[config.mk]
export PLATFORM = sky130hd
export DESIGN_NAME = multiplier
export DESIGN_NICKNAME = d
export VERILOG_FILES = /design/src/rtl/multiplier_pkg.sv /design/src/rtl/multiplier_mul_step.sv /design/src/rtl/multiplier.sv
export SDC_FILE = /design/constraint.sdc
export NUM_CORES = 1
export LEC_CHECK = 0
export CORE_AREA = 2 2 126 128
export CTS_CLUSTER_DIAMETER = 150
export DETAILED_ROUTE_END_ITERATION = 6
export DIE_AREA = 0 0 128 130
export PLACE_DENSITY = 0.59
export SETUP_SLACK_MARGIN = 0.5
export SLEW_MARGIN = 20
export SYNTH_ARGS = -nofsm -noshare
export SYNTH_HDL_FRONTEND = slang
export SYNTH_SLANG_ARGS = --single-unit
[constraint.sdc]
create_clock -name clk -period 5.41 [get_ports clk]
set_input_delay 1.082 -clock clk [delete_from_list [all_inputs] [get_ports clk]]
set_output_delay 1.082 -clock clk [all_outputs]
set_load 0.01 [all_outputs]
[src/rtl/multiplier_pkg.sv]
// Shared constants and types for the iterative shift-add multiplier.
package multiplier_pkg;

    localparam int W     = 32;
    localparam int CNT_W = 6;

    typedef logic [CNT_W-1:0] step_t;

    localparam step_t STEPS = step_t'(32);
    localparam step_t LAST  = step_t'(33);

    typedef enum logic [1:0] {
        PH_LOAD,
        PH_STEP,
        PH_HOLD
    } phase_e;

    // Counter value 0 loads y, 1..STEPS accumulate, LAST holds the result.
    function automatic phase_e phase_of(input step_t s);
        if (s == '0) begin
            return PH_LOAD;
        end else if (s == LAST) begin
            return PH_HOLD;
        end else begin
            return PH_STEP;
        end
    endfunction

endpackage

[src/rtl/multiplier_mul_step.sv]
// One shift-add step: (W+1)-bit sum of the extended upper half and the
// conditionally selected, optionally negated, extended multiplicand.
module mul_step
    import multiplier_pkg::*;
(
    input  logic [W-1:0] hi,
    input  logic [W-1:0] x,
    input  logic         b,
    input  logic         sgn,
    input  logic         neg,
    output logic [W:0]   sum
);

    logic [W:0] ext_hi;
    logic [W:0] ext_x;
    logic [W:0] addend;

    always_comb begin
        ext_hi = {sgn & hi[W-1], hi};
        ext_x  = {sgn & x[W-1], x};
        addend = '0;
        if (b) begin
            // The top multiplier bit carries negative weight in two's complement.
            addend = neg ? (~ext_x + 1'b1) : ext_x;
        end
        sum = ext_hi + addend;
    end

endmodule

[src/rtl/multiplier.sv]
// Iterative radix-2 32x32->64 multiplier with run/stall handshake; signed or
// unsigned operands, one multiplier bit retired per clock.
module multiplier
    import multiplier_pkg::*;
(
    input  logic           clk,
    input  logic           rst,
    input  logic           run,
    output logic           stall,
    input  logic           op_unsigned,
    input  logic [W-1:0]   x,
    input  logic [W-1:0]   y,
    output logic [2*W-1:0] z
);

    step_t          s_reg;
    logic [2*W-1:0] p_reg;
    logic [W:0]     sum;
    logic           neg;

    assign neg   = ~op_unsigned & (s_reg == STEPS);
    assign stall = run & (s_reg != LAST);
    assign z     = p_reg;

    mul_step u_step (
        .hi  (p_reg[2*W-1:W]),
        .x   (x),
        .b   (p_reg[0]),
        .sgn (~op_unsigned),
        .neg (neg),
        .sum (sum)
    );

    always_ff @(posedge clk) begin
        if (rst) begin
            s_reg <= '0;
            p_reg <= '0;
        end else if (!run) begin
            // P is left alone so z keeps showing the last product.
            s_reg <= '0;
        end else begin
            if (s_reg != LAST) begin
                s_reg <= s_reg + 1'b1;
            end
            case (phase_of(s_reg))
                PH_LOAD: p_reg <= {{W{1'b0}}, y};
                PH_STEP: p_reg <= {sum, p_reg[W-1:1]};
                default: p_reg <= p_reg;
            endcase
        end
    end

endmodule

---- After elaboration in Yosys (flattened, before gate mapping) ----
Index checks and enable logic that the tools add are counted.
storage, ports and cells
  ROM bits ................................ 0
  memories kept ........................... 0
  register bits ........................... 70
  bits in writable memories ............... 0
  input bits .............................. 68
  latch bits .............................. 0
operators by class
  div/mod/pow operators ................... 0
  equal/unequal tests ..................... 4
  reductions and logical operators ........ 5
  bitwise operators ....................... 7
  add/subtract/negate cells ............... 3
  $mul .................................... 0
  $lt $le $gt $ge ......................... 0
  muxes and demuxes ....................... 7
  shifts and indexed selects .............. 0
operators by type and width
  kind                   count
  $pmux 64 s2            1
  $mux 33                2
  $add 33x1->33 const B  1
  $add 33x33->33         1
  $not 33->33            1
  $eq 6x6->1 const B     2
  $mux 2                 4
  $add 6x1->6 const B    1
  $logic_not 6->1        1
  $ne 6x6->1 const B     1
  $and 1x1->1            4
  $eq 2x1->1 const B     1
  $logic_not 2->1        1
  $not 1->1              2
  $reduce_and 2->1       1
  $reduce_bool 2->1      1
  $reduce_or 2->1        1

---- Depth between registers and ports, before layout ----
Gate-level depths: netlist (run 1).
  depth in word-level cells ............... 8
  depth in mapped cells ................... 19
  gate-level depth less buffers ........... 17

---- Modules after synthesis ----
A second synthesis (run 1) with hierarchy kept.
unflattened totals
  cell total of the unflattened synthesis .. 690
  area, all modules ....................... 5,750.5 um^2
modules (own cells, without submodules)
  module      cells each  times used  area each (um^2)
  multiplier  293         1           3,089.2
  mul_step    397         1           2,661.3

---- Worst setup path after synthesis (run 1) ----
Ideal clock, no wire load.
  kind .................................... input to register
  start ................................... in x[15]
  end ..................................... reg p_reg[58] (netlist: z[58])
  arrival ................................. 4.779 ns
  stages .................................. 15
  slack ................................... 0.506 ns
  required time ........................... 5.285 ns
  buffers on the path ..................... 0
  cells stage by stage .................... or4_4 -> or3_4 -> or4_1 -> o21ai_0 -> xnor2_1 -> and2_1 -> ha_1 -> a21o_1 -> a21o_1 -> a21oi_1 -> or4b_1 -> a221o_1 -> a21oi_1 -> xor2_1 -> o21ai_1
on the way
  word-level cells in the longest chain between the ends .. 6
ends and longest elaborated chain
  what                  line                       text
  start, declared       multiplier.sv:11           input logic [W-1:0] x,
  $not 33->33           multiplier_mul_step.sv:24  addend = neg ? (~ext_x + 1'b1) : ext_x;
  $add 33x1->33         multiplier_mul_step.sv:24
  $mux 33 (*)           multiplier_mul_step.sv:24
  $mux 33 (*)           multiplier_mul_step.sv:22  if (b) begin
  $add 33x33->33 (*)    multiplier_mul_step.sv:26  sum = ext_hi + addend;
  $pmux 64 s2 (*)       multiplier.sv:45           case (phase_of(s_reg))
  end signal, assigned  multiplier.sv:46           PH_LOAD: p_reg <= {{W{1'b0}}, y};
  end signal, assigned  multiplier.sv:47           PH_STEP: p_reg <= {sum, p_reg[W-1:1]};
  end signal, assigned  multiplier.sv:48           default: p_reg <= p_reg;
  end, declared         multiplier.sv:17           logic [2*W-1:0] p_reg;
Every way passes the cells marked *; elsewhere a longest branch is shown, timed or not.
A chain may end at the register's enable or synchronous reset.

---- Final worst setup path (run 1) ----
  start ................................... in x[14]
  end ..................................... reg p_reg[62] (netlist: z[62])
Same word-level chain as after synthesis.

==> key figures, run 1 <==
Drt
  • Drt first pass iters: 5
  • Drt total wl: 17100 um
  • Vias per inst: 5.48
  • Initial DRC Count: 238
  • Per-cell routed wire length: 16.9 um
  • Total vias in the final route: 5527
  • DR DRC count: 0
  • Post-route ant nets: 0

Timing
  • Max Freq: 209 MHz
  • Setup Skew: 0.00762 ns
  • Slew HR: 0.438
  • RSZ-0062 raised after global routing: true
  • Worst-Margin Slew: 0.840 ns
  • Final-report hold violation count: 0
  • Final setup violation count: 0
  • Period Utilization, post-route: 0.883
  • Slew Viols, Final: 0
  • Post-layout min period: 4.78 ns

Cells and area
  • Antenna cells: 0
  • Layout cells sized above 1: 0.135
  • Post-layout nets: 916
  • Post-layout util: 0.479
  • Max reg flops: 64
  • Area grow syn2layout: 40.8%
  • Area of the multi-input gates: 3790 um2
  • Fill count: 1497
  • Register Area: 1400 um2
  • Final cell count without fillers: 1008

Critical path
  • Top delay family on crit path: simple AND/OR/NAND/NOR gates
  • R2r startpoint: s_reg[0]$_SDFFE_PP0N_
  • Crit-path cells: clkbuf_2 -> or4_4 -> or3_4 -> or4_4 -> o21ai_2 -> xnor2_1 -> and2_4 -> ha_4 -> a21o_1 -> a21o_1 -> a21oi_2 -> or4b_4 -> a221o_1 -> o21ai_2 -> xor2_1 -> o21ai_1
  • Critical Path RT: 5.62 ns
  • CP endpoint kind: flip-flop
  • CP arrival: 4.99 ns
  • Worst path bufs/invs: 1
  • WS Path Type: input port to flip-flop
  • Crit path max fanout: 4
  • Max incr delay on CP: 0.57 ns
  • CP max stage cell: or4_4
  • Worst setup startpoint: x[14]
  • Setup crit start kind: input port

Pwr
  • Internal power: 992 uW
  • Power share of the clock group: 0.410
  • Max VDD drop: 0.148 mV
  • Leakage: 0.00289 uW
  • PD cells: 191 nW/um2
  • NetSw: 416 uW
  • Register share of total power: 0.393
  • Comb power frac: 0.197
  • Switching share of total power: 0.295

Job
  • Max_cap viols: 0

Global routing
  • Pin count of the biggest net entering global routing: 57
  • Number of global-route vias before repair: 5614
  • Congestion Overflow GR: 0
  • All-Layer GR Usage: 0.205
  • Initial antenna violation count: 0
  • First-pass GRT wire length: 27400 um

Clock network
  • Hold-fix buffers at CTS: 0
  • Sink Count: 70
  • Clock Tree Buf Depth: 2
  • H-tree depth: 3
  • Clock tree from TritonCTS: done
  • CTS Root Cell: clkbuf_16
  • Clk slew on worst S/H paths: 0.07 ns
  • Clock latency on the worst-skew pair: 0.34 ns
  • Total CTS buffers: 9

Die
  • Boundary Pins: 133
  • Die height: 130 um
  • Core footprint: 15400 um2
  • Die X: 128 um
  • Die ar.: 16600 um2
  • Initial Utilization: 0.340
  • Num rows: 46

Yosys
  • Mean post-synth cell area: 7.86 um2
  • Syn_nets: 772
  • Post-synthesis sequential area ratio: 0.267
  • Synth Register Bits: 70
  • Post-Syn Area: 5250 um2
  • Synth warn: 0
  • Post-synthesis async set-or-reset flop share: 0
  • Synth area leaders: dfxtp_1 27%, ha_1 8.6%, xnor2_1 7.0%
  • Post-synth top cells: 78 x nand2_1, 73 x a21oi_1, 70 x dfxtp_1
  • Syn Inst Count: 667
  • Most numerous cell in the Yosys netlist: nand2_1
  • Post-synthesis cell type count: 71
  • Yosys top cell by area: dfxtp_1
  • Post-synth EDFFs: 0
  • Synth top area share: 0.267
  • Main flop type after synthesis: dfxtp_1

Outcome
  • Status: finished, final reports clean

Placed design
  • Dpl hpwl: 12300 um
  • Placer Congestion: 0.917
  • Inst Count DP: 990
  • IO Port Bufs: 132

Min path
  • Worst min-delay path class: flip-flop to flip-flop
  • HP Start: z[14]$_SDFFE_PP0P_
-- layout make-up --
| cell class | count | area share |
|---|---|---|
| Inverter | 17 | 0.00864 |
| Clock inverter | 7 | 0.00762 |
| Clock buffer | 9 | 0.0305 |
| Tap cell | 192 | 0.0325 |
| Timing Repair Buffer | 172 | 0.218 |
| Sequential cell | 70 | 0.190 |
| Multi-Input combinational cell | 541 | 0.513 |
-- timing repair --
action | CTS | global route
setup endpoints to repair | 4 | 8
resized for setup | 15 | 43
setup buffers | 0 | 2
pin swaps | 7 | 21
-- power by group through the flow --
stage / combinational (uW) / clock [uW] / sequential, uW
after floorplan: 124 / 0 / 571
after global placement: 270 / 0 / 563
after detailed placement: 273 / 0 / 564
after CTS: 275 / 593 / 553
after global routing: 303 / 615 / 556
final: 277 / 578 / 553
-- layer usage --
layer / track usage / vias up / wire [um] / part of all wire
met4: 0.0582 / 0 / 173 / 0.010
met1: 0.255 / 2635 / 7860 / 0.46
li1: - / 2729 / - / -
met3: 0.0590 / 13 / 1150 / 0.068
met5: 0 / - / 0 / 0
met2: 0.346 / 150 / 7880 / 0.46
-- stage by stage --
stage | setup TNS [ns] | cell area, um2 | hold WS (ns) | setup slack, ns | power [uW]
finish | 0 | 7380 | 0.466 | 0.631 | 1410
global route | 0 | 7380 | 0.485 | 0.473 | 1470
CTS | 0 | 7250 | 0.469 | 0.517 | 1420
global placement | -0.0376 | 6920 | 0.454 | -0.0200 | 833
floorplan | 0 | 5250 | 0.486 | 0.506 | 695
detailed placement | -0.113 | 6920 | 0.462 | -0.0475 | 837
-- cells by family (layout without fill, tap and decap cells) --
kind of cell               count (synthesis)  in the layout  synth area share
muxes                                      2              2           0.00477
DFF                                       70             70             0.267
and+or+nand+nor                          219            219             0.214
buffers and inverters                     56            205            0.0465
adders and majority gates                 37             37            0.0897
xor gates and xnor gates                  61             61             0.102
AOI/OAI and AO/OA                        222            222             0.276
-- worst paths after layout --
kind | endpoint | slack [ns] | depth (start not counted)
setup reg to reg | z[62]$_SDFFE_PP0P_ | 0.97 | 17
hold / removal | z[14]$_SDFFE_PP0P_ | 0.47 | 2
setup / recovery | z[62]$_SDFFE_PP0P_ | 0.63 | 16
hold reg to reg | z[14]$_SDFFE_PP0P_ | 0.47 | 2
-- worst reg2reg max path, stage by stage (launching register included) --
cell and delay [ns]:
dfxtp_1 0.37, inv_1 0.08, ha_1 0.16, or3b_1 0.42
or3b_4 0.51, nor2_1 0.14, xor2_1 0.08, and2_1 0.16
ha_1 0.33, nand2_1 0.10, o211ai_1 0.13, o2111ai_1 0.33
a211oi_1 0.19, or4b_4 0.53, a221o_1 0.38, o21ai_2 0.17
xor2_1 0.17, o21ai_1 0.07
-- placed cells by master, fill, tap and decap left out, types with 4 or more instances in the layout --
cell and instances:
a31oi_1 4, o31ai_1 6, dlymetal6s2s_1 5, and3_1 4, inv_1 16, o21ai_0 35, nand2b_1 7, clkbuf_2 4
ha_1 32, or4_4 4, dfxtp_1 70, nor3_1 12, nand3_1 12, o21ai_2 5, nor2_1 33, a21o_1 12
a21oi_1 66, clkdlybuf4s50_1 122, o21ai_1 8, nand2_1 77, a21oi_2 7, nand4_1 5, xnor2_1 42, o221ai_1 32
xor2_1 19, and2_1 30, buf_4 40, clkbuf_16 9, nor2b_1 4, a22oi_1 10
Power figures use the tool's default switching activity.
==> inputs of run 2 (changes only) <==
--- a/config.mk
+++ b/config.mk
@@ -6,7 +6,7 @@
 export NUM_CORES = 1
 export LEC_CHECK = 0
 export CORE_AREA = 2 2 126 128
-export CTS_CLUSTER_DIAMETER = 150
+export CTS_CLUSTER_DIAMETER = 200
 export DETAILED_ROUTE_END_ITERATION = 6
 export DIE_AREA = 0 0 128 130
 export PLACE_DENSITY = 0.59
==> results of run 2 <==
Final layout, timing and power as in run 1 (identical DEF).
